--- src/rtl/mont_arbiter.sv ---
// mont_arbiter: round-robin share of one montgomery_reduce (req0/req1 in, mont_* to reducer, res0/res1 out, idle)
module mont_arbiter #(
  parameter int MONT_LAT = 0
) (
  input  logic               clk,
  input  logic               reset,
  input  logic               en,
  input  logic               req0_valid,
  input  logic signed [31:0] req0_a,
  output logic               req0_ready,
  input  logic               req1_valid,
  input  logic signed [31:0] req1_a,
  output logic               req1_ready,
  output logic               res0_valid,
  output logic signed [15:0] res0_t,
  output logic               res1_valid,
  output logic signed [15:0] res1_t,
  output logic               mont_set,
  output logic signed [31:0] mont_a,
  input  logic signed [15:0] mont_t,
  output logic               idle
);
  logic              rr;
  logic              acc;
  logic [MONT_LAT:0] trk_v;
  logic [MONT_LAT:0] trk_id;
  always_comb begin
    req0_ready = ~reset & en & req0_valid & (~req1_valid | ~rr);
    req1_ready = ~reset & en & req1_valid & (~req0_valid | rr);
    acc = req0_ready | req1_ready;
    idle = ~|trk_v & ~res0_valid & ~res1_valid;
  end
  always_ff @(posedge clk) begin
    if (reset) begin
      rr <= 1'b0;
      trk_v <= '0;
      trk_id <= '0;
      mont_a <= '0;
      mont_set <= 1'b0;
      res0_valid <= 1'b0;
      res1_valid <= 1'b0;
      res0_t <= '0;
      res1_t <= '0;
    end else begin
      mont_set <= 1'b1;
      if (acc) begin
        rr <= req0_ready;
        mont_a <= req0_ready ? req0_a : req1_a;
      end
      trk_v <= (trk_v << 1) | (MONT_LAT+1)'(acc);
      trk_id <= (trk_id << 1) | (MONT_LAT+1)'(req1_ready);
      res0_valid <= trk_v[MONT_LAT] & ~trk_id[MONT_LAT];
      res1_valid <= trk_v[MONT_LAT] & trk_id[MONT_LAT];
      if (trk_v[MONT_LAT] & ~trk_id[MONT_LAT]) res0_t <= mont_t;
      if (trk_v[MONT_LAT] & trk_id[MONT_LAT]) res1_t <= mont_t;
    end
  end
endmodule

--- config.mk ---
export PLATFORM = sky130hd
export DESIGN_NAME = mont_arbiter
export DESIGN_NICKNAME = d
export VERILOG_FILES = /design/src/rtl/mont_arbiter.sv
export SDC_FILE = /design/constraint.sdc
export NUM_CORES = 1
export LEC_CHECK = 0
export CAP_MARGIN = 20
export CORE_UTILIZATION = 40
export CTS_CLUSTER_DIAMETER = 100
export DETAILED_ROUTE_END_ITERATION = 10
export PLACE_DENSITY = 0.8
export SETUP_SLACK_MARGIN = 0.4
export SLEW_MARGIN = 20
export SYNTH_ARGS = -nofsm -noshare
export SYNTH_HDL_FRONTEND = slang
export SYNTH_SLANG_ARGS = --single-unit
--- constraint.sdc ---
create_clock -name clk -period 1.6 [get_ports clk]
set_clock_uncertainty 0.2 [all_clocks]
set_input_delay 0.16 -clock clk [delete_from_list [all_inputs] [get_ports clk]]
set_output_delay 0.16 -clock clk [all_outputs]
set_load 0.03 [all_outputs]
==> results_dict.tcl, run 1 <==
set metrics [dict create \
    status "completed" \
    crit_top_cell "buf_6" \
    synth_area_mm2 0.00311 \
    cpLargestDelayFamily "flip-flops" \
    r2r_cells 5 \
    path_clk_slew_ps 80 \
    slowest_delay_ps 350 \
    hp-start "reset" \
    cp_cell_sequence "and2_4 > buf_6 > nor2_4 > buf_6" \
    ys_seq_elements 70 \
    critPathKind "reg -> out" \
    die_w_um 90.2 \
    layout.nets 631 \
    cp.depth 4 \
    htreeDepth 3 \
    gp_congestion 0.804 \
    synth.avg_cell_area_um2 8.70 \
    min_period_ps 1550 \
    via_per_inst 5.70 \
    overflow 0 \
    ys_top_cells_by_area "dfxtp_1 (45%), a311oi_2 (14%), a21oi_1 (10%), nand2_1 (8.0%), nand4_1 (6.4%)" \
    synth_cells 358 \
    cp.arrival_ps 1190 \
    p_leak_nw 2.37 \
    drt-initial-drc-count 143 \
    io_pins 155 \
    fmax_ghz 0.645 \
    ys_types 24 \
    pwr_density_cell_mw_per_mm2 697 \
    initial_core_util_pct 42.3 \
    die_h_um 90.2 \
    hold_violations 0 \
    yosysWarningCount 0 \
    cts.path.max_buffers 2 \
    worstSetupEndpointType "output pin" \
    numClockSinks 70 \
    place_hpwl_mm 6.58 \
    slowest_stage "dfxtp_2" \
    postLayoutCoreUtil_pct 85.6 \
    synth_top_area_share_pct 45.0 \
    grt_max_degree 52 \
    core.rowCount 31 \
    routedWlPerCell_um 19.7 \
    area_growth_syn_to_layout_pct 103 \
    insertion_delay_ps 350 \
    diodes 0 \
    grt_pass1_vias 3449 \
    peakVddDrop_mv 0.388 \
    cts_hold_buf 0 \
    grt_pass1_wl_mm 16.8 \
    track_usage_pct 26.1 \
    core_mm2 0.00737 \
    drive_gt1_share_pct 64.8 \
    die_area_mm2 0.00814 \
    routed-via-count 3704 \
    dp_cells 590 \
    holdWs_ps 168 \
    hp-class "in -> reg" \
    start_kind "flip-flop" \
    final_cell_count_no_fill 650 \
    maxCapViolations 0 \
    finalWorstSetupSlack_ps 49.8 \
    drt_pre_antenna_iters 4 \
    drc 0 \
    critPathBufInv 2 \
    cp-startpoint "rr$_SDFFE_PP0P_" \
    post-route-period-util_pct 96.9 \
    slew_viol_final 0 \
    synth_top_area_cell "dfxtp_1" \
    wirelength_mm 12.8 \
    crit_fanout 5 \
    r2r-start "rr$_SDFFE_PP0P_" \
    setup_viol 0 \
    timing.rr.end "mont_a[9]$_SDFFE_PP0P_" \
    root_buffer "clkbuf_8" \
    cts_tree "yes" \
    nFillCells 348 \
    regToRegSetupSlack_ps 60 \
    whs_path_depth 3 \
    yosysSeqAreaShare_pct 45.0 \
    worstMarginPinSlew_ps 826 \
    post-place-ws_ps -243 \
    timing.slew.headroom_pct 45.0 \
    worstPathRequired_ps 1240 \
    rsz0062_at_grt "true" \
    cts_buffers 9 \
    io_buffers 154 \
    antenna_found_initial 0 \
    syn-num-nets 443 \
    cp-endpoint "req0_ready" \
    ant_nets 0 \
]
[synthesized netlist by cell type]
cell,count
nor2_1,3
inv_1,2
nor2b_2,1
a21oi_1,64
and2_1,2
or2_1,1
nor3_1,1
nor2b_1,1
dfxtp_1,70
o32ai_1,1
nand2_1,66
a311oi_2,29
and3_1,2
buf_2,7
buf_4,1
and2_4,1
o21ai_1,1
nand3b_1,1
a311oi_1,3
o21ai_0,31
nand2b_1,2
nand4_1,32
buf_6,5
clkbuf_1,31
[timing repair]
item	4_1_cts	5_1_grt
setup buffers	10	22
pin swaps	41	78
gates cloned	7	5
setup endpoints to repair	108	126
resized for setup	586	175
[worst register-to-register path: cells and delay by family (launching register included)]
kind                   cells  cell delay (ps)
AO/OA/AOI/OAI              2              300
buffers and inverters      2              400
flip-flops                 1              370
AND/OR/NAND/NOR            1              170
[cell type report]
class                   count  area [µm²]  area share, %
clock buffers               9         124           1.96
well taps                  99         124           1.96
multi-input cells         242        2020           32.0
flip-flops and latches     70        1510           24.0
inverters                   2        7.51          0.119
repair buffers            221        2480           39.3
clock inverters             7        41.3          0.655
[how the worst min path moves through the flow]
| stage | end |
|---|---|
| 6_report | mont_a[20]$_SDFFE_PP0P_ |
| 5_1_grt | mont_a[10]$_SDFFE_PP0P_ |
| 4_1_cts | mont_a[12]$_SDFFE_PP0P_ |
| 3_5_place_dp | res1_t[11]$_SDFFE_PP0P_ |
| 3_3_place_gp | res0_t[11]$_SDFFE_PP0P_ |
| 2_1_floorplan | res0_t[10]$_SDFFE_PP0P_ |
[per-layer routing]
metal / GRT usage (%) / up-vias / wire, µm / part of all wire [%]
met5: 0 / - / 0 / 0
met4: 9.81 / 0 / 389 / 3.0
met3: 6.94 / 27 / 828 / 6.5
met2: 46.6 / 192 / 6730 / 53
met1: 29.7 / 1797 / 4820 / 38
li1: - / 1688 / - / -
[stage by stage]
stage / setup TNS [ps] / instance area [µm²] / total power [mW]
after detailed placement: -6990 / 4810 / 2.85
after floorplan: 0 / 3190 / 2.40
after CTS: 0 / 5450 / 4.20
after global routing: 0 / 6310 / 4.53
after global placement: -4700 / 4810 / 2.83
final: 0 / 6310 / 4.40
[power by group]
group | internal [mW] | leakage, nW | switching (mW)
Clock | 0.550 | 0.0885 | 0.699
Sequential | 1.82 | 0.604 | 0.0697
Combinational | 0.638 | 1.68 | 0.616
Total | 3.01 | 2.37 | 1.38
[registers in the layout (all words and copies together), names as in the netlist]
name and flops:
res0_t 16, res1_valid 1, mont_set 1, trk_id 1
res0_valid 1, res1_t 16, mont_a 32, trk_v 1
rr 1
[logic make-up (layout without fill, tap and decap cells)]
logic type	count (synthesis)	in the layout	share of synthesized area (%)
compound gates	129	129	30.5
buf+inv	46	239	7.15
flops	70	70	45.0
simple gates	113	113	17.3
[cell usage in the layout, fill, tap and decap left out, types with 16 or more instances in the layout]
| cell type | n |
|---|---|
| a21oi_1 | 33 |
| nand2_1 | 16 |
| nand4_1 | 32 |
| nand2_2 | 28 |
| dfxtp_2 | 61 |
| buf_6 | 82 |
| a311oi_2 | 30 |
| a21oi_2 | 31 |
| buf_4 | 33 |
| o21ai_1 | 19 |
| nand2_4 | 20 |
| clkdlybuf4s50_1 | 80 |
No activity file was read; power rests on OpenSTA's default activity.
==> inputs of run 2 (changes only) <==
--- a/config.mk
+++ b/config.mk
@@ -5,6 +5,7 @@
 export SDC_FILE = /design/constraint.sdc
 export NUM_CORES = 1
 export LEC_CHECK = 0
+export ABC_CLOCK_PERIOD_IN_PS = 1600
 export CAP_MARGIN = 20
 export CORE_UTILIZATION = 40
 export CTS_CLUSTER_DIAMETER = 100
==> results of run 2 <==
No change in the layout: final DEF, timing and power equal those of run 1.
==> inputs of run 3 (changes only) <==
--- a/config.mk
+++ b/config.mk
@@ -9,6 +9,7 @@
 export CAP_MARGIN = 20
 export CORE_UTILIZATION = 40
 export CTS_CLUSTER_DIAMETER = 100
+export CTS_CLUSTER_SIZE = 10
 export DETAILED_ROUTE_END_ITERATION = 10
 export PLACE_DENSITY = 0.8
 export SETUP_SLACK_MARGIN = 0.4
==> results of run 3 <==
No change in the layout: final DEF, timing and power equal those of run 1.
